## src/rtl/if_stage_pkg.sv

```systemverilog
// Shared definitions for the instruction-fetch stage: FSM encoding, bubble word, PC step.
package if_stage_pkg;

    typedef enum logic [1:0] {
        S_BOOT = 2'd0,
        S_RUN  = 2'd1,
        S_HELD = 2'd2,
        S_DROP = 2'd3
    } fetch_state_t;

    localparam logic [31:0] NOP_WORD = 32'h0000_0000;
    localparam logic [31:0] PC_INC   = 32'd4;

    function automatic logic [31:0] align_word(input logic [31:0] a);
        return a & ~32'h0000_0003;
    endfunction

endpackage

```

## src/rtl/if_pc_reg.sv

```systemverilog
// Program counter: holds on !i_en, otherwise loads the aligned redirect target or steps by 4.
import if_stage_pkg::*;

module if_pc_reg #(
    parameter logic [31:0] RESET_PC = 32'h0000_0000
) (
    input  logic        i_clk,
    input  logic        i_rst_n,
    input  logic        i_en,
    input  logic        i_load,
    input  logic [31:0] i_dest,
    output logic [31:0] o_pc
);

    logic [31:0] r_pc;

    // 32-bit add wraps 0xFFFF_FFFC -> 0 naturally
    always_ff @(posedge i_clk or negedge i_rst_n) begin
        if (!i_rst_n)
            r_pc <= RESET_PC;
        else if (i_en)
            r_pc <= i_load ? align_word(i_dest) : r_pc + PC_INC;
    end

    assign o_pc = r_pc;

endmodule

```

## src/rtl/if_fetch_stage.sv

```systemverilog
// IF stage: PC, variable-latency imem handshake, IF/ID register, stall/redirect handling.
// Define IF_PERF_CNT_EN to add fetched-instruction and stall-cycle counters.
import if_stage_pkg::*;

module if_fetch_stage #(
    parameter logic [31:0] RESET_PC  = 32'h0000_0000,
    parameter logic [31:0] NOP_INSTR = NOP_WORD
) (
    input  logic        i_Clock,
    input  logic        i_Reset,
    input  logic        i_PC_WriteEnable,
    input  logic        i_IFIDWriteEnable,
    input  logic        i_Branch,
    input  logic [31:0] i_BranchDest,
    input  logic        i_Jump,
    input  logic [31:0] i_JumpDest,
    output logic        o_IMem_Req,
    output logic [31:0] o_IMem_Addr,
    input  logic        i_IMem_Ready,
    input  logic [31:0] i_IMem_Data,
    output logic [31:0] o_IFID_Instruction,
    output logic [31:0] o_IFID_PC,
    output logic        o_IFID_JFlush,
    output logic        o_Fetch_Stall
`ifdef IF_PERF_CNT_EN
    ,
    output logic [31:0] o_Perf_Fetched,
    output logic [31:0] o_Perf_StallCycles
`endif
);

    fetch_state_t r_state;
    logic         r_req;
    logic [31:0]  r_hold;
    logic [31:0]  r_redir;
    logic [31:0]  r_ifid_instr;
    logic [31:0]  r_ifid_pc;
    logic         r_ifid_jflush;

    logic         w_redirect;
    logic [31:0]  w_dest;
    logic [31:0]  w_pc;
    logic         w_pc_en;
    logic         w_pc_load;
    logic [31:0]  w_pc_dest;

    assign w_redirect = i_Branch | i_Jump;
    assign w_dest     = align_word(i_Jump ? i_JumpDest : i_BranchDest);

    // PC update decision; in S_DROP the PC keeps the in-flight address until Ready
    always_comb begin
        w_pc_en   = 1'b0;
        w_pc_load = 1'b0;
        w_pc_dest = w_dest;
        case (r_state)
            S_RUN: begin
                if (i_IMem_Ready) begin
                    if (w_redirect) begin
                        w_pc_en   = 1'b1;
                        w_pc_load = 1'b1;
                    end else if (i_IFIDWriteEnable && i_PC_WriteEnable) begin
                        w_pc_en = 1'b1;
                    end
                end
            end
            S_HELD: begin
                if (w_redirect) begin
                    w_pc_en   = 1'b1;
                    w_pc_load = 1'b1;
                end else if (i_IFIDWriteEnable) begin
                    w_pc_en = 1'b1;
                end
            end
            S_DROP: begin
                if (i_IMem_Ready) begin
                    w_pc_en   = 1'b1;
                    w_pc_load = 1'b1;
                    if (!w_redirect)
                        w_pc_dest = r_redir;
                end
            end
            default: ;
        endcase
    end

    if_pc_reg #(.RESET_PC(RESET_PC)) u_pc (
        .i_clk   (i_Clock),
        .i_rst_n (i_Reset),
        .i_en    (w_pc_en),
        .i_load  (w_pc_load),
        .i_dest  (w_pc_dest),
        .o_pc    (w_pc)
    );

    always_ff @(posedge i_Clock or negedge i_Reset) begin
        if (!i_Reset) begin
            r_state       <= S_BOOT;
            r_req         <= 1'b0;
            r_hold        <= '0;
            r_redir       <= '0;
            r_ifid_instr  <= NOP_INSTR;
            r_ifid_pc     <= '0;
            r_ifid_jflush <= 1'b0;
        end else begin
            case (r_state)
                S_BOOT: begin
                    r_state <= S_RUN;
                    r_req   <= 1'b1;
                end
                S_RUN: begin
                    if (i_IMem_Ready) begin
                        if (w_redirect) begin
                            r_ifid_instr  <= NOP_INSTR;
                            r_ifid_jflush <= 1'b1;
                        end else if (i_IFIDWriteEnable) begin
                            r_ifid_instr  <= i_IMem_Data;
                            r_ifid_pc     <= w_pc;
                            r_ifid_jflush <= 1'b0;
                        end else begin
                            r_hold  <= i_IMem_Data;
                            r_state <= S_HELD;
                            r_req   <= 1'b0;
                        end
                    end else if (w_redirect) begin
                        // request cannot be withdrawn; remember where to go once it completes
                        r_redir       <= w_dest;
                        r_ifid_instr  <= NOP_INSTR;
                        r_ifid_jflush <= 1'b1;
                        r_state       <= S_DROP;
                    end else if (i_IFIDWriteEnable) begin
                        r_ifid_instr  <= NOP_INSTR;
                        r_ifid_jflush <= 1'b0;
                    end
                end
                S_HELD: begin
                    if (w_redirect) begin
                        r_ifid_instr  <= NOP_INSTR;
                        r_ifid_jflush <= 1'b1;
                        r_state       <= S_RUN;
                        r_req         <= 1'b1;
                    end else if (i_IFIDWriteEnable) begin
                        r_ifid_instr  <= r_hold;
                        r_ifid_pc     <= w_pc;
                        r_ifid_jflush <= 1'b0;
                        r_state       <= S_RUN;
                        r_req         <= 1'b1;
                    end
                end
                S_DROP: begin
                    if (w_redirect)
                        r_redir <= w_dest;
                    if (i_IFIDWriteEnable) begin
                        r_ifid_instr  <= NOP_INSTR;
                        r_ifid_jflush <= 1'b1;
                    end
                    if (i_IMem_Ready)
                        r_state <= S_RUN;
                end
                default: begin
                    r_state <= S_BOOT;
                    r_req   <= 1'b0;
                end
            endcase
        end
    end

    assign o_IMem_Req         = r_req;
    assign o_IMem_Addr        = w_pc;
    assign o_IFID_Instruction = r_ifid_instr;
    assign o_IFID_PC          = r_ifid_pc;
    assign o_IFID_JFlush      = r_ifid_jflush;
    assign o_Fetch_Stall      = ((r_state == S_RUN) && !i_IMem_Ready) ||
                                (r_state == S_HELD) || (r_state == S_DROP);

`ifdef IF_PERF_CNT_EN
    logic        w_fetch_load;
    logic [31:0] r_perf_fetched;
    logic [31:0] r_perf_stall;

    assign w_fetch_load = !w_redirect && i_IFIDWriteEnable &&
                          (((r_state == S_RUN) && i_IMem_Ready) || (r_state == S_HELD));

    always_ff @(posedge i_Clock or negedge i_Reset) begin
        if (!i_Reset) begin
            r_perf_fetched <= '0;
            r_perf_stall   <= '0;
        end else begin
            if (w_fetch_load)
                r_perf_fetched <= r_perf_fetched + 32'd1;
            if (o_Fetch_Stall)
                r_perf_stall <= r_perf_stall + 32'd1;
        end
    end

    assign o_Perf_Fetched     = r_perf_fetched;
    assign o_Perf_StallCycles = r_perf_stall;
`endif

endmodule

```

## config.mk

```make
export PLATFORM = sky130hd
export DESIGN_NAME = if_fetch_stage
export DESIGN_NICKNAME = d
export VERILOG_FILES = /design/src/rtl/if_stage_pkg.sv /design/src/rtl/if_pc_reg.sv /design/src/rtl/if_fetch_stage.sv
export SDC_FILE = /design/constraint.sdc
export NUM_CORES = 1
export LEC_CHECK = 0
export BUFFER_PORTS_ARGS = -buffer_cell sky130_fd_sc_hd__clkbuf_2
export CORE_ASPECT_RATIO = 1.1
export CORE_UTILIZATION = 45
export CTS_CLUSTER_SIZE = 25
export DETAILED_ROUTE_END_ITERATION = 6
export PLACE_DENSITY = 0.7
export SLEW_MARGIN = 20
export SYNTH_ARGS = -nofsm -noshare
export SYNTH_HDL_FRONTEND = slang
export SYNTH_SLANG_ARGS = --single-unit
```

## constraint.sdc

```tcl
create_clock -name i_Clock -period 2.5 [get_ports i_Clock]
set_input_delay 0.125 -clock i_Clock [delete_from_list [all_inputs] [get_ports i_Clock]]
set_output_delay 0.125 -clock i_Clock [all_outputs]
set_load 0.05 [all_outputs]
```

After elaboration in Yosys (flattened, before gate mapping)
Index checks and enable logic that the tools add are counted.
{"block": "totals", "reg_bits": 164, "latchBits": 0, "ram_bits": 0, "rom_bits": 0, "inputBits": 103, "wordCells": 92, "n_memories": 0}
{"block": "classes", "n_addsub": 1, "mul": 0, "div": 0, "magnitude_cmp": 0, "eq_ne": 15, "shifts": 0, "muxes": 46, "bitwise": 3, "reduce_logical": 19}
{"operator": "$mux W32", "n": 16}
{"operator": "$pmux W32 S2", "n": 2}
{"operator": "$pmux W32 S3", "n": 1}
{"operator": "$add A32 B3 Y32 const B", "n": 1}
{"operator": "$mux W1", "n": 15}
{"operator": "$mux W2", "n": 7}
{"operator": "$ne A2 B2 Y1 const B", "n": 6}
{"operator": "$ne A3 B3 Y1 const B", "n": 4}
{"operator": "$reduce_and A5 Y1", "n": 2}
{"operator": "$pmux W1 S3", "n": 3}
{"operator": "$pmux W2 S4", "n": 1}
{"operator": "$reduce_and A3 Y1", "n": 2}
{"operator": "$reduce_bool A2 Y1", "n": 3}
{"operator": "$reduce_bool A3 Y1", "n": 2}
{"operator": "$eq A2 B2 Y1 const B", "n": 2}
{"operator": "$ne A4 B4 Y1 const B", "n": 1}
{"operator": "$reduce_and A2 Y1", "n": 2}
{"operator": "$reduce_and A4 Y1", "n": 1}
{"operator": "$ne A3 B1 Y1 const B", "n": 1}
{"operator": "$eq A2 B1 Y1 const B", "n": 1}
{"operator": "$logic_and A1 B1 Y1", "n": 2}
{"operator": "$logic_not A2 Y1", "n": 1}
{"operator": "$logic_or A1 B1 Y1", "n": 2}
{"operator": "$not A1 Y1", "n": 2}
{"operator": "other kinds (4)", "n": 4}

Logic depth before layout (Yosys ltp)
{"block": "logic_depth", "ltp_word": 5, "ltp_mapped": 9}

Modules after synthesis
From an unflattened synthesis, not the netlist that was laid out.
{"block": "unflattened", "hier_cells": 819, "area_unflattened_um2": 8246.7}
{"mod": "if_fetch_stage", "instances": 1, "cells_per_inst": 581, "area_each_um2": 6236.0, "seq_area_each_um2": 3303.2}
{"mod": "if_pc_reg", "instances": 1, "cells_per_inst": 238, "area_each_um2": 2010.7, "seq_area_each_um2": 750.7}

Worst setup path after synthesis
Ideal clock, no wire load.
{"block": "synth_path", "path_type": "reg2reg", "start": "reg u_pc.r_pc[2] (netlist: u_pc.o_pc[2])", "end": "reg u_pc.r_pc[22] (netlist: u_pc.o_pc[22])", "setup_time_ns": 0.127, "t_arrival_ns": 2.236, "required_ns": 2.373, "slack_ns": 0.138, "path_stages_with_launch": 8, "path_buffers": 1, "synth_period_minus_slack_ns": 2.362, "cell_sequence": "dfrtp_1 -> ha_1 -> nand2_1 -> or4_1 -> buf_2 -> or2_2 -> o31ai_1 -> a21oi_1"}
{"block": "synth_via", "elab_chain_cells": 2}
{"item": "start, declared", "line_no": "if_pc_reg.sv:15", "text": "logic [31:0] r_pc;"}
{"item": "start signal, assigned", "line_no": "if_pc_reg.sv:22", "text": "r_pc <= i_load ? align_word(i_dest) : r_pc + PC_INC;"}
{"item": "$add A32 B3 Y32", "line_no": "if_pc_reg.sv:22"}
{"item": "$mux W32", "line_no": "if_pc_reg.sv:22"}
No other way between the ends.
A chain may end at the register's enable or synchronous reset.

Final worst setup path
{"block": "layout_path", "start": "reg r_state[1]", "end": "reg u_pc.r_pc[2] (netlist: u_pc.o_pc[2])"}
{"block": "layout_via", "elab_chain_cells": 3}
{"item": "start, declared", "line_no": "if_fetch_stage.sv:32", "text": "fetch_state_t r_state;"}
{"item": "start signal, assigned", "line_no": "if_fetch_stage.sv:97", "text": "r_state <= S_BOOT;"}
{"item": "start signal, assigned", "line_no": "if_fetch_stage.sv:107", "text": "r_state <= S_RUN;"}
{"item": "start signal, assigned", "line_no": "if_fetch_stage.sv:121", "text": "r_state <= S_HELD;"}
{"item": "$eq A2 B2 Y1 / $eq A2 B1 Y1 (equally long branches)", "line_no": "if_fetch_stage.sv:55", "text": "case (r_state)"}
{"item": "$pmux W1 S3 / $mux W32 (equally long branches)", "line_no": "if_fetch_stage.sv:55"}
{"item": "$mux W32", "line_no": "if_pc_reg.sv:22"}
Several ways; a longest one is shown, not always the timed one.

==> impl_summary.log <==
[metrics] Fillers: 1,443
[metrics] fin crit period: 2290 ps
[metrics] dominant combinational cell family by area after synthesis: compound AO/OA/AOI/OAI gates
[metrics] final estimated routing congestion in global placement: 0.872
[metrics] data required time of the critical path: 2870 ps
[metrics] Remaining Overflow, GRT: 0
[metrics] maximum vdd ir drop: 725 µV
[metrics] dpl hpwl: 13,500 µm
[metrics] count of flip-flops with a built-in enable after synthesis: 0
[metrics] number of instances in the synthesized netlist: 744
[metrics] Root Buffer Master: clkbuf_16
[metrics] starting utilization of the core area: 0.460
[metrics] netlist area before placement: 7860 µm²
[metrics] area share of and/or/nand/nor cells after synthesis: 0.102
[metrics] CTS HTree Levels: 4
[metrics] maximum count of clock buffers along a single path: 2
[metrics] Final period util: 0.918
[metrics] Startpoint Class: register
[metrics] share of cells above drive strength 1: 0.334
[metrics] clock transition time at the flip-flop clock pins of the worst setup and hold paths: roughly 60 ps
[metrics] total number of clock tree sinks: 158
[metrics] Yosys Warn Count: 0
[metrics] setup TNS: 0 ps
[metrics] core outline area: around 17,000 µm²
[metrics] number of library cell types mapped by synthesis: 60
[metrics] worst path arrival time: 2660 ps
[metrics] final routed wirelength across all metal layers: 20,400 µm
[metrics] class of the worst hold path: input port to register
[metrics] RSZ-0062 raised after global routing: no
[metrics] DRC errors left: 0
[metrics] #FFs+latches synth: between 150 and 200
[metrics] maximum achievable frequency: 436 MHz
[metrics] Main synth FF type: dfrtp_1
[metrics] xor and xnor area share after synthesis: 0
[metrics] capturing element type of the critical path: register
[metrics] Maximum Capacitance Violations: 0
[metrics] ANT cells: 0
[metrics] run status: complete, no violations
[metrics] Top-Level Pins: approximately 200
[metrics] number of search-and-repair iterations in the first detailed-routing pass: 5
[metrics] antenna violations before repair: 0
[metrics] multiplexer share of the synthesized area: 0.124
[metrics] Post-Synthesis Mean Instance Area: around 11 µm²
[metrics] vias after detailed routing: 6,778
[metrics] TritonCTS clock tree: yes
[metrics] ys async rst share: 1.00
[metrics] worst slew pin tran: 858 ps
[metrics] power density over the cells: 1290 nW/µm²
[metrics] adder-cell area share of the yosys netlist: 0.0111
[metrics] worst-case clock skew: approximately 9 ps
[metrics] drt wl/cell: 16.7 µm
[metrics] number of vias per cell: approximately 5.5
[metrics] placed cell area: 9170 µm²
[metrics] largest net degree at the start of global routing: 68
[metrics] number of nets in the layout: 1,086
[metrics] Detailed Route Iter0 Violations: 521
[metrics] Final ANT Viol Nets: 0
[metrics] Die Ht: roughly 140 µm
[metrics] post-route design area: slightly above 10,000 µm²
[metrics] die width: ~130 µm
[metrics] # resized after CTS: 0
[metrics] die area: ~18,000 µm²
[metrics] Buffers on Ports: 193
[metrics] Final Hold Violating Endpoints: 0
[metrics] count of final max-slew check failures: 0
[metrics] relative slew slack: 0.421
[metrics] first-pass GRT wire length: around 33,000 µm
[metrics] Inserted Clock Buffers: 17
[metrics] clock latency on the worst-skew pair: between 400 and 500 ps
[metrics] maximum net fanout on the critical path: 7
[metrics] Static Leakage: ~0.0047 µW
[metrics] critical setup path kind: register to register
[metrics] number of global-route vias before repair: 6,375
[metrics] post-synthesis compound-gate area fraction: 0.212
[metrics] Layout area overhead: 30.9%
[metrics] global-route total usage across every layer: 0.234
[metrics] final setup violation count: 0
[metrics] FP Rows: 50
[metrics] portion of the post-synthesis area used by sequential elements: 0.503
state kept, by name, summed over array words and instances (netlist names):
name and flops:
r_redir 30, o_IFID_Instruction 32, o_IMem_Req 1, r_state 2, o_IFID_PC 30, o_IFID_JFlush 1
u_pc.o_pc 30, r_hold 32
layout by cell type, fill, tap and decap left out, types with 5 or more instances in the layout:
cell type	synthesis	routed
mux2_2	61	61
dfrtp_1	158	158
a31oi_1	7	7
o31ai_1	9	9
mux2i_1	29	29
nand4_1	12	12
nor2_1	65	63
o2bb2ai_1	35	35
nand2_1	28	28
buf_12	0	9
nor3_1	9	8
ha_1	7	7
o21ai_0	34	34
inv_1	11	11
dlygate4sd3_1	0	51
a22oi_1	39	39
nor2b_1	5	5
clkbuf_2	1	192
buf_4	7	19
nand3_1	13	13
a21oi_1	85	85
a2bb2oi_1	7	7
clkbuf_16	0	17
power breakdown:
part | leakage (µW) | total [µW] | switching, µW | internal (µW)
registers | 0.00189 | 4470 | 848 | 3630
logic | 0.00248 | 6100 | 4130 | 1980
clock network | 0.000295 | 2670 | 1160 | 1510
total | 0.00467 | 13200 | 6140 | 7110
cell usage after synthesis (2+ instances only):
| library cell | count | area [µm²] |
|---|---|---|
| o31ai_1 | 9 | 67.6 |
| nand3_2 | 2 | 20.0 |
| nor2_1 | 65 | 244 |
| a211oi_1 | 4 | 30.0 |
| nand4_1 | 12 | 75.1 |
| a21o_1 | 3 | 22.5 |
| o22a_1 | 3 | 26.3 |
| buf_4 | 7 | 52.6 |
| a2bb2oi_1 | 7 | 61.3 |
| nand2_1 | 28 | 105 |
| or2_2 | 2 | 12.5 |
| mux2i_1 | 29 | 290 |
| o211ai_1 | 4 | 30.0 |
| and4_1 | 2 | 17.5 |
| o21ai_0 | 34 | 170 |
| a21oi_1 | 85 | 425 |
| and2_1 | 3 | 18.8 |
| nor3_1 | 9 | 45.0 |
| o21a_1 | 3 | 22.5 |
| dfrtp_1 | 158 | 3950 |
| ha_1 | 7 | 87.6 |
| nand3_1 | 13 | 65.1 |
| nor2b_1 | 5 | 31.3 |
| mux2_2 | 61 | 687 |
| nand3b_1 | 2 | 15.0 |
| or3_1 | 2 | 12.5 |
| nand2b_1 | 2 | 12.5 |
| or4_1 | 3 | 22.5 |
| buf_2 | 27 | 135 |
| a31oi_1 | 7 | 43.8 |
| nor4_1 | 4 | 25.0 |
| a22oi_1 | 39 | 293 |
| inv_1 | 11 | 41.3 |
| clkbuf_1 | 22 | 82.6 |
| and3_1 | 4 | 25.0 |
| buf_6 | 5 | 56.3 |
| o2bb2ai_1 | 35 | 307 |
| o22ai_1 | 4 | 25.0 |
critical path, cell delays in order, from the launching register on:
cell and delay (ps):
dfrtp_1 450, inv_1 110, ha_1 280, o311ai_0 330
a221o_1 440, a2111oi_0 370, buf_4 170, a211o_1 80
path summary, 6_finish.rpt:
check,from,to,slack [ps],cells after the start
setup / recovery,r_state[1],u_pc.o_pc[2],210,7
hold / removal,i_BranchDest[28],r_redir[28],9,3
setup reg to reg,r_state[1],u_pc.o_pc[2],210,7
hold reg to reg,o_IFID_PC[19],o_IFID_PC[19],490,2
max in group asynchronous,i_Reset,u_pc.o_pc[23],1650,3
min in group asynchronous,i_Reset,o_IFID_Instruction[9],180,2
repair_timing:
item | in CTS | in global routing
hold buffers | 51 | 0
hold endpoints to repair | 94 | 0
setup buffers | 0 | 0
per-stage QoR:
stage / power [µW] / hold slack (ps) / setup WS (ps) / util / cells
floorplan: 8810 / -171 / 138 / - / 747
global placement: 10400 / 75.7 / 282 / 0.537 / 1140
detailed placement: 10500 / 73.3 / 238 / 0.537 / 1140
CTS: 13300 / 1.08 / 223 / 0.602 / 1223
global route: 14000 / 18.9 / 15.0 / 0.602 / 1223
finish: 13200 / 9.10 / 205 / 0.602 / 1223
per-layer routing:
metal / vias up / routed length (µm) / part of all wire / global-route usage
met4: 0 / 396 / 0.019 / 0.0848
li1: 3238 / - / - / -
met1: 3240 / 8990 / 0.44 / 0.319
met2: 264 / 9630 / 0.47 / 0.370
met5: - / 0 / 0 / 0
met3: 36 / 1340 / 0.066 / 0.0490
cells by family after synthesis:
family / Yosys count
AO/OA/AOI/OAI: 252
AND/OR/NAND/NOR: 163
flip-flops: 158
multiplexers: 90
buffers and inverters: 73
adder cells (fa/ha/maj): 7
other: 1
layout make-up:
cell class,count,area [µm²],share of cell area
timing repair buffer,272,1810,0.175
tap,234,293,0.0285
sequential,158,3950,0.384
inverter,11,41.3,0.00401
clock buffer,17,425,0.0413
multi-input combinational,516,3590,0.349
clock inverter,15,181,0.0176
Note: power is estimated with default switching activity, not from simulation.
